[config.mk]
export PLATFORM = sky130hd
export DESIGN_NAME = fir_tap_sequencer_flat
export DESIGN_NICKNAME = d
export VERILOG_FILES = /design/src/rtl/fir_tap_sequencer_if.sv /design/src/rtl/fir_tap_sequencer.sv /design/src/flat_wrapper.sv
export SDC_FILE = /design/constraint.sdc
export NUM_CORES = 1
export LEC_CHECK = 0
export CAP_MARGIN = 25
export CORE_MARGIN = 3
export CORE_UTILIZATION = 52
export CTS_BUF_LIST = sky130_fd_sc_hd__clkbuf_4 sky130_fd_sc_hd__clkbuf_8 sky130_fd_sc_hd__clkbuf_16
export DETAILED_ROUTE_END_ITERATION = 8
export GPL_ROUTABILITY_DRIVEN = 0
export GPL_TIMING_DRIVEN = 0
export PLACE_DENSITY_LB_ADDON = 0.25
export SYNTH_ARGS = -nofsm -noshare
export SYNTH_HDL_FRONTEND = slang
export SYNTH_SLANG_ARGS = --single-unit
export TNS_END_PERCENT = 10
[constraint.sdc]
create_clock -name clk -period 2.5 [get_ports clk]
set_input_delay 0.25 -clock clk [delete_from_list [all_inputs] [get_ports clk]]
set_output_delay 0.25 -clock clk [all_outputs]
set_load 0.05 [all_outputs]
[src/rtl/fir_tap_sequencer_if.sv]
// Handshake and datapath-control bundle between the FIR tap sequencer and
// its window register, coefficient ROM, MAC and downstream consumer.
interface fir_tap_sequencer_if #(
  parameter int GAIN_W = 4
);
  logic              sample_valid_i;
  logic              sample_ready_o;
  logic              shift_en_o;
  logic [7:0]        tap_addr_o;
  logic              mac_en_o;
  logic              mac_clr_o;
  logic [32:0]       mac_result_i;
  logic [GAIN_W-1:0] gain_i;
  logic [15:0]       out_data_o;
  logic              out_valid_o;
  logic              out_ready_i;
  logic              busy_o;
  logic              overrun_o;

  modport master (
    input  sample_valid_i, mac_result_i, gain_i, out_ready_i,
    output sample_ready_o, shift_en_o, tap_addr_o, mac_en_o, mac_clr_o,
           out_data_o, out_valid_o, busy_o, overrun_o
  );

  modport slave (
    output sample_valid_i, mac_result_i, gain_i, out_ready_i,
    input  sample_ready_o, shift_en_o, tap_addr_o, mac_en_o, mac_clr_o,
           out_data_o, out_valid_o, busy_o, overrun_o
  );
endinterface

[src/rtl/fir_tap_sequencer.sv]
// FIR control FSM: per accepted sample, walk all taps through the MAC, drain
// the MAC pipeline, apply gain shift with saturation and hand off one word.
module fir_tap_sequencer #(
  parameter int NUM_TAPS = 10,
  parameter int MAC_LAT  = 2,
  parameter int GAIN_W   = 4
) (
  input logic                 clk,
  input logic                 reset,
  fir_tap_sequencer_if.master bus
);
  localparam int DW = (MAC_LAT > 1) ? $clog2(MAC_LAT) : 1;

  typedef enum logic [2:0] {IDLE, ISSUE, DRAIN, CAPTURE, OUTPUT} state_t;

  state_t              state;
  logic [7:0]          tap_cnt;
  logic [DW-1:0]       drn_cnt;
  logic                accept;
  logic [GAIN_W-1:0]   gain;
  logic signed [32:0]  shifted;
  logic [15:0]         sat;

  // A new sample can enter on the same cycle the previous result is taken.
  assign bus.sample_ready_o = (state == IDLE) || ((state == OUTPUT) && bus.out_ready_i);
  assign accept             = bus.sample_valid_i && bus.sample_ready_o;
  assign bus.shift_en_o     = accept;
  assign bus.tap_addr_o     = tap_cnt;

  assign gain    = bus.gain_i;
  assign shifted = $signed(bus.mac_result_i) >>> gain;

  always_comb begin
    sat = shifted[15:0];
    if (shifted > 33'sd32767)       sat = 16'h7FFF;
    else if (shifted < -33'sd32768) sat = 16'h8000;
  end

  always_ff @(posedge clk) begin
    if (reset) begin
      state           <= IDLE;
      tap_cnt         <= '0;
      drn_cnt         <= '0;
      bus.mac_en_o    <= 1'b0;
      bus.mac_clr_o   <= 1'b0;
      bus.out_valid_o <= 1'b0;
      bus.out_data_o  <= '0;
      bus.busy_o      <= 1'b0;
      bus.overrun_o   <= 1'b0;
    end else begin
      // Dropped samples never disturb the running computation.
      if (bus.sample_valid_i && !bus.sample_ready_o) bus.overrun_o <= 1'b1;
      case (state)
        IDLE: begin
          if (accept) begin
            state         <= ISSUE;
            tap_cnt       <= '0;
            bus.mac_en_o  <= 1'b1;
            bus.mac_clr_o <= 1'b1;
            bus.busy_o    <= 1'b1;
          end
        end
        ISSUE: begin
          bus.mac_clr_o <= 1'b0;
          if (tap_cnt == 8'(NUM_TAPS - 1)) begin
            state        <= DRAIN;
            tap_cnt      <= '0;
            bus.mac_en_o <= 1'b0;
            drn_cnt      <= DW'(MAC_LAT - 1);
          end else begin
            tap_cnt <= tap_cnt + 8'd1;
          end
        end
        DRAIN: begin
          if (drn_cnt == '0) state <= CAPTURE;
          else               drn_cnt <= drn_cnt - DW'(1);
        end
        CAPTURE: begin
          bus.out_data_o  <= sat;
          bus.out_valid_o <= 1'b1;
          state           <= OUTPUT;
        end
        OUTPUT: begin
          if (bus.out_ready_i) begin
            bus.out_valid_o <= 1'b0;
            if (accept) begin
              state         <= ISSUE;
              tap_cnt       <= '0;
              bus.mac_en_o  <= 1'b1;
              bus.mac_clr_o <= 1'b1;
            end else begin
              state      <= IDLE;
              bus.busy_o <= 1'b0;
            end
          end
        end
        default: state <= IDLE;
      endcase
    end
  end
endmodule

[src/flat_wrapper.sv]
// flat-port wrapper written by rule: the top's interface ports become plain ports
module fir_tap_sequencer_flat 
#(
  parameter int NUM_TAPS = 10,
  parameter int MAC_LAT  = 2,
  parameter int GAIN_W   = 4
)
  (clk, reset, bus_sample_valid_i, bus_mac_result_i, bus_gain_i, bus_out_ready_i, bus_sample_ready_o, bus_shift_en_o, bus_tap_addr_o, bus_mac_en_o, bus_mac_clr_o, bus_out_data_o, bus_out_valid_o, bus_busy_o, bus_overrun_o);
  fir_tap_sequencer_if #(.GAIN_W(GAIN_W)) bus_i ();
  input logic clk;
  input logic reset;
  input wire logic [$bits(bus_i.sample_valid_i)-1:0] bus_sample_valid_i;
  input wire logic [$bits(bus_i.mac_result_i)-1:0] bus_mac_result_i;
  input wire logic [$bits(bus_i.gain_i)-1:0] bus_gain_i;
  input wire logic [$bits(bus_i.out_ready_i)-1:0] bus_out_ready_i;
  output wire logic [$bits(bus_i.sample_ready_o)-1:0] bus_sample_ready_o;
  output wire logic [$bits(bus_i.shift_en_o)-1:0] bus_shift_en_o;
  output wire logic [$bits(bus_i.tap_addr_o)-1:0] bus_tap_addr_o;
  output wire logic [$bits(bus_i.mac_en_o)-1:0] bus_mac_en_o;
  output wire logic [$bits(bus_i.mac_clr_o)-1:0] bus_mac_clr_o;
  output wire logic [$bits(bus_i.out_data_o)-1:0] bus_out_data_o;
  output wire logic [$bits(bus_i.out_valid_o)-1:0] bus_out_valid_o;
  output wire logic [$bits(bus_i.busy_o)-1:0] bus_busy_o;
  output wire logic [$bits(bus_i.overrun_o)-1:0] bus_overrun_o;
  assign bus_i.sample_valid_i = bus_sample_valid_i;
  assign bus_i.mac_result_i = bus_mac_result_i;
  assign bus_i.gain_i = bus_gain_i;
  assign bus_i.out_ready_i = bus_out_ready_i;
  assign bus_sample_ready_o = bus_i.sample_ready_o;
  assign bus_shift_en_o = bus_i.shift_en_o;
  assign bus_tap_addr_o = bus_i.tap_addr_o;
  assign bus_mac_en_o = bus_i.mac_en_o;
  assign bus_mac_clr_o = bus_i.mac_clr_o;
  assign bus_out_data_o = bus_i.out_data_o;
  assign bus_out_valid_o = bus_i.out_valid_o;
  assign bus_busy_o = bus_i.busy_o;
  assign bus_overrun_o = bus_i.overrun_o;
  fir_tap_sequencer #(.NUM_TAPS(NUM_TAPS), .MAC_LAT(MAC_LAT), .GAIN_W(GAIN_W)) u_core (.clk(clk), .reset(reset), .bus(bus_i));
endmodule
### Word-level counts from Yosys, hierarchy flattened

Cells that the tools add are included.
W data, S select, Z words.

| cells by class | value |
|---|---|
| $add $sub $neg | 2 |
| reductions and logical operators | 16 |
| shift operators | 1 |
| order comparisons | 2 |
| mux-type cells | 28 |
| eq/ne operators | 10 |

Operator list:

| operator | count |
|---|---|
| $gt A33 B16 Y1 const B | 1 |
| $lt A33 B16 Y1 const B | 1 |
| $sshr A33 B4 Y33 | 1 |
| $mux W16 | 2 |
| $mux W8 | 3 |
| $pmux W8 S3 | 1 |
| $pmux W3 S5 | 1 |
| $mux W1 | 12 |
| $mux W3 | 4 |
| $add A8 B1 Y8 const B | 1 |
| $eq A8 B4 Y1 const B | 1 |
| $ne A2 B2 Y1 const B | 4 |
| $reduce_and A4 Y1 | 2 |
| $eq A3 B2 Y1 const B | 2 |
| $pmux W1 S2 | 3 |
| $pmux W1 S3 | 2 |
| $reduce_and A2 Y1 | 3 |
| $reduce_bool A2 Y1 | 3 |
| $eq A3 B1 Y1 const B | 1 |
| $eq A3 B3 Y1 const B | 1 |
| $logic_and A1 B1 Y1 | 3 |
| $logic_not A3 Y1 | 1 |
| $reduce_and A3 Y1 | 1 |
| $reduce_bool A3 Y1 | 1 |
| 4 further kinds | 4 |

| storage, ports and cells | value |
|---|---|
| flip-flop bits (word level) | 33 |
| logic and storage cells | 68 |
| output and inout port bits | 31 |
| bits of input ports | 41 |

### Logic depth before layout (Yosys ltp)

Gate-level depths: netlist of the first run.

| logic depth | value |
|---|---|
| depth after elaboration | 7 |
| depth in mapped cells | 12 |
| gate-level depth less buffers | 7 |

### Worst setup path before layout of the first run

OpenSTA, ideal clock, no wires.

| path | value |
|---|---|
| kind | register -> register |
| start point | register u_core.tap_cnt[0] (netlist: u_core.bus.tap_addr_o[0]) |
| end point | register u_core.tap_cnt[0] (netlist: u_core.bus.tap_addr_o[0]) |
| path slack | 0.108 ns |
| cell stages (with the launch flop) | 7 |
| arrival time | 2.271 ns |
| path through | dfxtp_1 > ha_1 > or4b_2 > nor4b_1 > nand2_1 > nand2_1 > nor2_1 |

| on the way | value |
|---|---|
| cells in the longest elaborated chain, start to end | 3 |

RTL lines:

| item | line | RTL |
|---|---|---|
| start, declared | fir_tap_sequencer.sv:17 | `logic [7:0] tap_cnt;` |
| start signal, assigned | fir_tap_sequencer.sv:71 | `tap_cnt <= tap_cnt + 8'd1;` |
| $add A8 B1 Y8, or another cell as far along | fir_tap_sequencer.sv:71 |  |
| $mux W8 (on tied branches) | n/a |  |
| $pmux W8 S3 (*) | fir_tap_sequencer.sv:53 | `case (state)` |

Mark *: on every way between the ends. The rest lies on a longest branch, timed or not. The select of a mux whose other input is x is not followed.
A chain may end at the register's enable or synchronous reset.

### Worst setup path after layout of the first run

| path | value |
|---|---|
| start point | input port bus_mac_result_i[21] |
| end point | register u_core.bus.out_data_o[13] (netlist bit) |

| on the way | value |
|---|---|
| cells in the longest elaborated chain, start to end | 4 |

RTL lines:

| item | line | RTL |
|---|---|---|
| start, declared | flat_wrapper.sv:13 | `input wire logic [$bits(bus_i.mac_result_i)-1:0] bus_mac_result_i;` |
| $sshr A33 B4 Y33 (*) | fir_tap_sequencer.sv:31 | `assign shifted = $signed(bus.mac_result_i) >>> gain;` |
| $lt A33 B16 Y1 | fir_tap_sequencer.sv:36 | `else if (shifted < -33'sd32768) sat = 16'h8000;` |
| $mux W16 | fir_tap_sequencer.sv:36 |  |
| $mux W16 (*) | fir_tap_sequencer.sv:35 | `if (shifted > 33'sd32767) sat = 16'h7FFF;` |
| end signal, assigned | fir_tap_sequencer.sv:79 | `bus.out_data_o <= sat;` |
| end, declared | fir_tap_sequencer_if.sv:23 | `out_data_o, out_valid_o, busy_o, overrun_o` |

Mark *: on every way between the ends. The rest lies on a longest branch, timed or not.

==> results of run 1 <==
path summary, 6_finish.rpt:
path | end | start | cells after the start
min reg2reg | u_core.bus.overrun_o$_SDFFE_PP0P_ | u_core.bus.overrun_o$_SDFFE_PP0P_ | 2
max | u_core.bus.out_data_o[13]$_SDFFE_PP0P_ | bus_mac_result_i[21] | 9
max reg2reg | u_core.bus.out_data_o[13]$_SDFFE_PP0P_ | u_core.state[0]$_SDFFE_PP0P_ | 9
min | u_core.bus.out_data_o[15]$_SDFFE_PP0P_ | bus_mac_result_i[32] | 3
power breakdown:
part / switching (mW) / leakage (nW) / internal [mW] / total [mW]
Combinational: 0.333 / 1.31 / 0.257 / 0.590
Clock: 0.201 / 0.0619 / 0.336 / 0.537
Sequential: 0.00749 / 0.267 / 0.536 / 0.543
Total: 0.541 / 1.64 / 1.13 / 1.67
flip-flops by register name, summed over array words and instances, names as in the netlist:
register and count:
u_core.bus.mac_clr_o 1, u_core.bus.out_valid_o 1, u_core.bus.mac_en_o 1, u_core.bus.out_data_o 16, u_core.state 3, u_core.bus.busy_o 1, u_core.bus.tap_addr_o 8, u_core.drn_cnt 1
u_core.bus.overrun_o 1
cell families after synthesis:
group,share of synthesized area (%)
xor gates and xnor gates,1.822
DFF,19.64
muxes,27.89
buffers and inverters,7.363
and+or+nand+nor,21.83
AOI/OAI and AO/OA,20.71
adders and majority gates,0.7437
per-layer routing:
layer	part of all wire, %	wire [µm]
met2	48	4644
met5	0	0
met4	2.3	222
met1	42	4053
met3	8.3	810
cell type report:
type	instances	area, µm²	share of cell area [%]
inverters	9	33.78	0.7883
plain buffers	35	210.2	4.905
clock inverters	1	30.03	0.7007
multi-input cells	319	2487	58.04
repair buffers	68	679.4	15.85
well taps	75	93.84	2.190
clock buffers	7	90.09	2.102
flip-flops and latches	33	660.6	15.42
timing repair:
action	CTS	global route
gates resized for setup	5	10
setup buffers	0	2
pin swaps	2	1
hold buffers	0	0
endpoints found under the setup margin	11	24
critical path, cell delays in order:
cell and delay, ns:
clkdlybuf4s50_1 0.48, mux4_1 0.53, mux2_2 0.33, or2_1 0.25, a211oi_2 0.22, nand4_1 0.16, nand2_2 0.14, buf_6 0.15
o32ai_1 0.10
cell usage after synthesis (4+ instances only):
master,number
nor2b_1,6
o32ai_1,14
nor2_1,62
a211oi_1,8
mux2_2,11
buf_2,8
a2111o_1,4
dfxtp_1,33
nand2_1,48
nand3_1,9
mux2i_1,27
buf_6,4
a21oi_1,13
clkbuf_1,15
nand2b_1,6
inv_1,7
xor2_1,5
a22oi_1,4
mux4_1,7
buf_4,6
nor3_1,8
mux4_2,16
o21ai_0,8
nand4_1,5
o211ai_1,10
through the flow:
stage               util [%]  power (mW)  hold slack [ns]  instances  setup TNS (ns)
floorplan                  -      0.9445           0.4364        397               0
global placement       67.57       1.121           0.4557        538          -4.764
detailed placement     67.57       1.129           0.4636        538          -5.415
CTS                    69.38       1.658           0.4491        545               0
global route           70.30       1.741           0.4892        547         -0.1443
finish                 70.30       1.670           0.4590        547               0
==> results.json, run 1 <==
{
  "grt_remaining_overflow": 0,
  "status": "completed",
  "finalMaxSlewViolations": 0,
  "dr_total_vias": 3575,
  "finalWorstSetupSlack_ns": 0.03180,
  "irDropWorstVdd_v": 0.0003834,
  "yosys_warnings": 0,
  "layout-drive-gt1-share_pct": 15.04,
  "crit_fanout": 10,
  "skew_ns": 0.004701,
  "ctsRootBufferMaster": "clkbuf_8",
  "rows": 28,
  "layout_common_cells": "62 x nor2_1, 57 x clkdlybuf4s50_1, 48 x nand2_1",
  "top_usage_layer": "met2",
  "viasPerCell": 6.536,
  "synth_top_area_share_pct": 19.64,
  "numCtsBuffers": 5,
  "diodes": 0,
  "place_hpwl_um": 7365,
  "io_pins": 72,
  "startpoint_type": "input pin",
  "worstSetupPathType": "input pin to register",
  "synth_ff_type": "dfxtp_1",
  "cts_sinks": 33,
  "placed_area_um2": 4119,
  "reg2reg_slack_ns": 0.25,
  "synth_edf_count": 0,
  "ys_async_sr_fraction_pct": 0,
  "synth_nets": 440,
  "start_util_pct": 55.19,
  "avgSynthCellArea_um2": 8.475,
  "grt_max_degree": 11,
  "crit_required_ns": 2.65,
  "mostFrequentLayoutCell": "nor2_1",
  "path_clk_slew_ns": 0.07,
  "setup_violations": 0,
  "htree_num_levels": 2,
  "dr.pass1.iters": 5,
  "grt_pass1_vias": 3231,
  "hp-class": "input pin to register",
  "worstMarginPinSlew_ns": 0.5003,
  "finalInstanceArea_um2": 4285,
  "numPortBuffers": 66,
  "max_freq_ghz": 0.4052,
  "drt-wirelength-per-cell_um": 17.79,
  "grt_util_met2_pct": 43.25,
  "ys_top_cells_by_area": "dfxtp_1 20%, mux4_2 11%, mux2i_1 8.0%",
  "route.detailed.drc": 0,
  "cts_tree": "yes",
  "finalNetCount": 514,
  "die_w_um": 86.44,
  "powerDensity_nw_per_um2": 389.6,
  "hold_viol_final": 0,
  "wl_um": 9731,
  "insertion_delay_ns": 0.29,
  "die_area_um2": 7471,
  "slew_headroom_pct": 65.78,
  "final_antenna_net_count": 0,
  "cp-end-kind": "register",
  "grt_pass1_wl_um": 15520,
  "die_height_um": 86.44,
  "synth_cells": 397,
  "leakagePower_nw": 1.643,
  "arrival_ns": 2.62,
  "drtIter0Drc": 263,
  "post-place-ws_ns": -0.4149,
  "grt_usage_pct": 25.62,
  "syn_to_final_growth_pct": 27.37,
  "clockBufferDepth": 2,
  "yosysTopAreaCell": "dfxtp_1",
  "ys_ff_latch": 33,
  "grt_use_met3_pct": 2.852,
  "period_minus_slack_ns": 2.468,
  "gr-usage-met1_pct": 33.91,
  "nFillCells": 510,
  "min_period_over_period_pct": 98.73,
  "core_area_um2": 6096,
  "grt_antenna_before_repair": 0,
  "ys_seq_area_share_pct": 19.64,
  "netlist_area_um2": 3364,
  "drv_cap": 0,
  "ys_types": 63
}
Power figures use the tool's default switching activity.
==> run 2: changes to the inputs <==
--- a/config.mk
+++ b/config.mk
@@ -10,8 +10,8 @@
 export CORE_UTILIZATION = 52
 export CTS_BUF_LIST = sky130_fd_sc_hd__clkbuf_4 sky130_fd_sc_hd__clkbuf_8 sky130_fd_sc_hd__clkbuf_16
 export DETAILED_ROUTE_END_ITERATION = 8
-export GPL_ROUTABILITY_DRIVEN = 0
 export GPL_TIMING_DRIVEN = 0
+export HOLD_SLACK_MARGIN = 0.06
 export PLACE_DENSITY_LB_ADDON = 0.25
 export SYNTH_ARGS = -nofsm -noshare
 export SYNTH_HDL_FRONTEND = slang
==> results.json, run 2 (synthesis gave the netlist of run 1 again) <==
{
  "insertion_delay_ns": 0.28,
  "mostFrequentLayoutCell": "nor2_1",
  "die_height_um": 86.44,
  "min_period_over_period_pct": 99.42,
  "postCtsHoldBufs": 0,
  "period_minus_slack_ns": 2.485,
  "finalMaxSlewViolations": 0,
  "place_hpwl_um": 7543,
  "reg2reg_to": "u_core.bus.out_data_o[10]$_SDFFE_PP0P_",
  "cts_sinks": 33,
  "route.detailed.drc": 0,
  "clockBufferDepth": 2,
  "finalWorstSetupSlack_ns": 0.01459,
  "grt_remaining_overflow": 0,
  "power_mw": 1.551,
  "grt_pass1_vias": 3369,
  "slew_headroom_pct": 58.09,
  "layout-drive-gt1-share_pct": 15.79,
  "final_antenna_net_count": 0,
  "cp-end-kind": "register",
  "rows": 28,
  "finalNonFillerCells": 550,
  "io_pins": 72,
  "worstMarginPinSlew_ns": 0.6271,
  "ctsRootBufferMaster": "clkbuf_8",
  "numPortBuffers": 66,
  "grt_setup_unrepaired": "true",
  "hold_path.startpoint": "u_core.bus.out_valid_o$_SDFFE_PP0P_",
  "reg2reg_from": "u_core.state[0]$_SDFFE_PP0P_",
  "holdWs_ns": 0.4706,
  "largest_reg_flops": 16,
  "grt_antenna_before_repair": 0,
  "hold_viol_final": 0,
  "numCtsBuffers": 5,
  "powerDensity_nw_per_um2": 360.9,
  "grt_pass1_wl_um": 16240,
  "syn_to_final_growth_pct": 27.71,
  "reg2reg_slack_ns": 0.23,
  "layout_common_cells": "62 x nor2_1, 57 x clkdlybuf4s50_1, 48 x nand2_1",
  "max_freq_ghz": 0.4023,
  "startpoint_type": "input pin",
  "cts_tree": "yes",
  "grt_usage_pct": 26.99,
  "setup_violations": 0,
  "dp_cells": 538,
  "hp-class": "register to register",
  "setup.worst_path.start": "bus_mac_result_i[21]",
  "skew_ns": 0.004538,
  "crit_required_ns": 2.65,
  "reg2reg_depth": 9,
  "die_w_um": 86.44,
  "path_clk_slew_ns": 0.07,
  "crit_fanout": 10,
  "arrival_ns": 2.63,
  "viasPerCell": 6.529,
  "start_util_pct": 55.19,
  "grt_max_degree": 11,
  "worstSetupPathType": "input pin to register",
  "regMostFlops": "u_core.bus.out_data_o",
  "drt-wirelength-per-cell_um": 18.57,
  "finalNetCount": 517,
  "core_area_um2": 6096,
  "drv_cap": 0,
  "dr.pass1.iters": 5,
  "htree_num_levels": 2,
  "wl_um": 10210,
  "diodes": 0,
  "leakagePower_nw": 1.649,
  "status": "completed",
  "dr_total_vias": 3591,
  "post-place-ws_ns": -0.4499,
  "drtIter0Drc": 243,
  "die_area_um2": 7471,
  "holdPathEnd": "u_core.bus.out_valid_o$_SDFFE_PP0P_",
  "irDropWorstVdd_v": 0.0004134,
  "gp_congestion": 0.9711,
  "hold_depth": 2
}
==> run 2: cell count changes in the layout (fill, tap and decap cells not counted), sizes merged <==
| cell | change |
|---|---|
| buf | +3 |
| clkinv | +2 |
| bufinv | -1 |
| clkbuf | -1 |
==> run 2: report_power, final <==
| group | total (mW) | internal [mW] | switching (mW) |
|---|---|---|---|
| clock network | 0.401 | 0.204 | 0.197 |
| registers | 0.544 | 0.536 | 0.00780 |
| logic | 0.606 | 0.264 | 0.342 |
| total | 1.55 | 1.00 | 0.547 |
==> run 2: layout make-up <==
type / instances / area [µm²]
clock buffer: 6 / 76.32
tap: 75 / 93.84
inverter: 9 / 33.78
clock inverter: 2 / 10.01
fill: 514 / 1799
timing repair buffer: 71 / 705.7
sequential: 33 / 660.6
buffer: 35 / 210.2
multi-input combinational: 319 / 2506
==> run 2: repair_timing <==
| action | 4_1_cts | 5_1_grt |
|---|---|---|
| endpoints found under the setup margin | 15 | 25 |
| gates cloned | 0 | 1 |
| pin swaps | 2 | 2 |
| buffers inserted | 3 | 1 |
| gates resized for setup | 6 | 16 |
==> run 2: critical path, cell delays in order <==
cell and delay, ns:
clkdlybuf4s50_1 0.49, mux4_1 0.52, mux2_2 0.33, or2_1 0.25, a211oi_2 0.22, nand4_1 0.18, nand2_2 0.13, buf_6 0.15
o32ai_1 0.11
==> run 2: through the flow <==
stage | instance area [µm²] | utilization, % | setup TNS [ns]
6_report | 4297 | 70.48 | 0
5_1_grt | 4297 | 70.48 | -1.053
4_1_cts | 4222 | 69.25 | 0
3_5_place_dp | 4119 | 67.57 | -5.929
3_3_place_gp | 4119 | 67.57 | -5.523
2_1_floorplan | 3364 | - | 0
==> run 2: worst max-delay path by stage <==
stage | cells past startpoint | endpoint
3_3_place_gp | 9 | u_core.bus.out_data_o[13]$_SDFFE_PP0P_
6_report | 9 | u_core.bus.out_data_o[10]$_SDFFE_PP0P_
2_1_floorplan | 6 | u_core.bus.tap_addr_o[0]$_SDFFE_PP0P_
3_5_place_dp | 9 | u_core.bus.out_data_o[10]$_SDFFE_PP0P_
5_1_grt | 9 | u_core.bus.out_data_o[10]$_SDFFE_PP0P_
4_1_cts | 9 | u_core.bus.out_data_o[13]$_SDFFE_PP0P_
==> run 2: routing by layer <==
metal  track usage [%]  wire length, µm  part of all wire, %  up-vias
li1                  -                -                    -     1664
met1             34.80             4222                   41     1667
met2             45.48             4801                   47      217
met3             3.517              799                  7.8       43
met4             11.19              388                  3.8        0
met5                 0                0                    0        -
==> run 3: changes to the inputs <==
--- a/config.mk
+++ b/config.mk
@@ -6,7 +6,7 @@
 export NUM_CORES = 1
 export LEC_CHECK = 0
 export CAP_MARGIN = 25
-export CORE_MARGIN = 3
+export CORE_MARGIN = 10
 export CORE_UTILIZATION = 52
 export CTS_BUF_LIST = sky130_fd_sc_hd__clkbuf_4 sky130_fd_sc_hd__clkbuf_8 sky130_fd_sc_hd__clkbuf_16
 export DETAILED_ROUTE_END_ITERATION = 8
==> results.json, run 3 (synthesis gave the netlist of run 1 again) <==
{
  "status": "completed",
  "slowest_delay_ns": 0.82,
  "htree_num_levels": 2,
  "drt-wirelength-per-cell_um": 19.01,
  "path_cells": "clkbuf_1 -> nor2_1 -> nand3_1 -> inv_1 -> clkdlybuf4s50_1",
  "cp-end-kind": "primary output",
  "power_mw": 1.547,
  "grt_pass1_vias": 3383,
  "viasPerCell": 6.476,
  "reg2reg_to": "u_core.bus.out_data_o[11]$_SDFFE_PP0P_",
  "grt_usage_pct": 20.11,
  "rows": 29,
  "combPwrFrac_pct": 38.7,
  "seq_power_share_pct": 35.1,
  "finalNonFillerCells": 550,
  "hold_depth": 3,
  "route.detailed.drc": 0,
  "mostFrequentLayoutCell": "nor2_1",
  "gp_congestion": 0.9794,
  "holdWs_ns": 0.4803,
  "worstMarginPinSlew_ns": 0.5848,
  "max_freq_ghz": 0.4174,
  "io_pins": 72,
  "path_clk_slew_ns": 0.07,
  "dr.pass1.iters": 5,
  "hp-class": "input pin to register",
  "grt_util_met2_pct": 33.38,
  "irDropWorstVdd_v": 0.0002834,
  "crit_buf_inv": 3,
  "powerDensity_nw_per_um2": 363.6,
  "hold_path.startpoint": "bus_mac_result_i[32]",
  "insertion_delay_ns": 0.29,
  "finalNetCount": 515,
  "layout_common_cells": "62 x nor2_1, 55 x clkdlybuf4s50_1, 48 x nand2_1",
  "reg2reg_from": "u_core.state[0]$_SDFFE_PP0P_",
  "setup_violations": 0,
  "final_antenna_net_count": 0,
  "cts_sinks": 33,
  "top_usage_layer": "met2",
  "clockBufferDepth": 2,
  "layout-drive-gt1-share_pct": 15.22,
  "hold_viol_final": 0,
  "crit_required_ns": 2.25,
  "switchingPower_uw": 548.1,
  "grt_setup_unrepaired": "true",
  "grt_use_met3_pct": 3.984,
  "grt_remaining_overflow": 0,
  "arrival_ns": 2.15,
  "dp_cells": 540,
  "crit_fanout": 9,
  "grt_antenna_before_repair": 0,
  "drtIter0Drc": 273,
  "numPortBuffers": 66,
  "grt_pass1_wl_um": 16900,
  "crit_family": "buffers and inverters",
  "path_depth": 5,
  "dr_total_vias": 3562,
  "p_sw_share_pct": 35.43,
  "start_util_pct": 53.29,
  "die_w_um": 100.4,
  "min_period_over_period_pct": 95.82,
  "reg2reg_depth": 9,
  "regMostFlops": "u_core.bus.out_data_o",
  "startpoint_type": "register",
  "holdPathEnd": "u_core.bus.out_data_o[15]$_SDFFE_PP0P_",
  "numCtsBuffers": 5,
  "cts_tree": "yes",
  "finalWorstSetupSlack_ns": 0.1045,
  "wl_um": 10460,
  "die_area_um2": 10090,
  "skew_ns": 0.007351,
  "gr-usage-met1_pct": 25.45,
  "slew_headroom_pct": 61.01,
  "largest_reg_flops": 16,
  "worstSetupPathType": "register to primary output",
  "diodes": 0,
  "syn_to_final_growth_pct": 26.48,
  "place_hpwl_um": 8089,
  "period_minus_slack_ns": 2.396,
  "p_int_uw": 999.0,
  "post-place-ws_ns": -0.4324,
  "core_area_um2": 6314,
  "slowest_stage": "clkdlybuf4s50_1",
  "p_clk_share_pct": 26.2,
  "finalMaxSlewViolations": 0,
  "ctsRootBufferMaster": "clkbuf_8",
  "leakagePower_nw": 1.644,
  "grt_max_degree": 11,
  "drv_cap": 0,
  "die_height_um": 100.4,
  "reg2reg_slack_ns": 0.24
}
==> run 3: stage by stage <==
| step | utilization (%) | area (µm²) | setup TNS [ns] |
|---|---|---|---|
| after floorplan | - | 3364 | 0 |
| after global placement | 65.28 | 4121 | -5.221 |
| after global routing | 67.40 | 4255 | 0 |
| after CTS | 66.90 | 4224 | 0 |
| after detailed placement | 65.28 | 4121 | -5.722 |
| final | 67.40 | 4255 | 0 |
==> run 3: worst register-to-register path, cell delays in order, from the launching register on <==
cell	delay, ns
dfxtp_1	0.31
clkbuf_1	0.30
and3b_2	0.39
o311a_1	0.21
o2111ai_1	0.11
nor4_1	0.24
nand4_1	0.20
nand2_2	0.14
buf_6	0.15
o32ai_1	0.09
==> run 3: how the worst max path moves through the flow <==
stage,start,end
2_1_floorplan,u_core.bus.tap_addr_o[0]$_SDFFE_PP0P_,u_core.bus.tap_addr_o[0]$_SDFFE_PP0P_
3_3_place_gp,bus_mac_result_i[26],u_core.bus.out_data_o[11]$_SDFFE_PP0P_
3_5_place_dp,bus_mac_result_i[26],u_core.bus.out_data_o[11]$_SDFFE_PP0P_
4_1_cts,u_core.bus.tap_addr_o[0]$_SDFFE_PP0P_,u_core.bus.tap_addr_o[4]$_SDFFE_PP0P_
5_1_grt,u_core.state[0]$_SDFFE_PP0P_,bus_shift_en_o
6_report,u_core.state[0]$_SDFFE_PP0P_,bus_shift_en_o
==> run 3: cell type report <==
class	instances	area [µm²]
multi-input cells	319	2476
fillers	539	2058
repair buffers	69	691.9
flip-flops and latches	33	660.6
plain buffers	35	210.2
well taps	77	96.34
clock buffers	6	76.32
inverters	9	33.78
clock inverters	2	10.01
==> run 3: power groups by stage <==
stage | registers, mW | logic (mW) | clock network, mW
after detailed placement | 0.556 | 0.580 | 0
final | 0.543 | 0.599 | 0.405
after global placement | 0.555 | 0.574 | 0
after CTS | 0.544 | 0.583 | 0.407
after global routing | 0.545 | 0.641 | 0.423
after floorplan | 0.585 | 0.359 | 0
==> run 3: repair_timing <==
item / CTS / global route
setup buffers: 3 / 0
pin swaps: 2 / 1
setup endpoints to repair: 11 / 25
resized for setup: 6 / 11
hold buffers: 0 / 0
hold endpoints to repair: 0 / 0
==> run 3: per-layer routing <==
metal | wire length, µm | share of wire [%]
met5 | 0 | 0
met4 | 211 | 2.0
met3 | 881 | 8.4
met2 | 5010 | 48
met1 | 4353 | 42
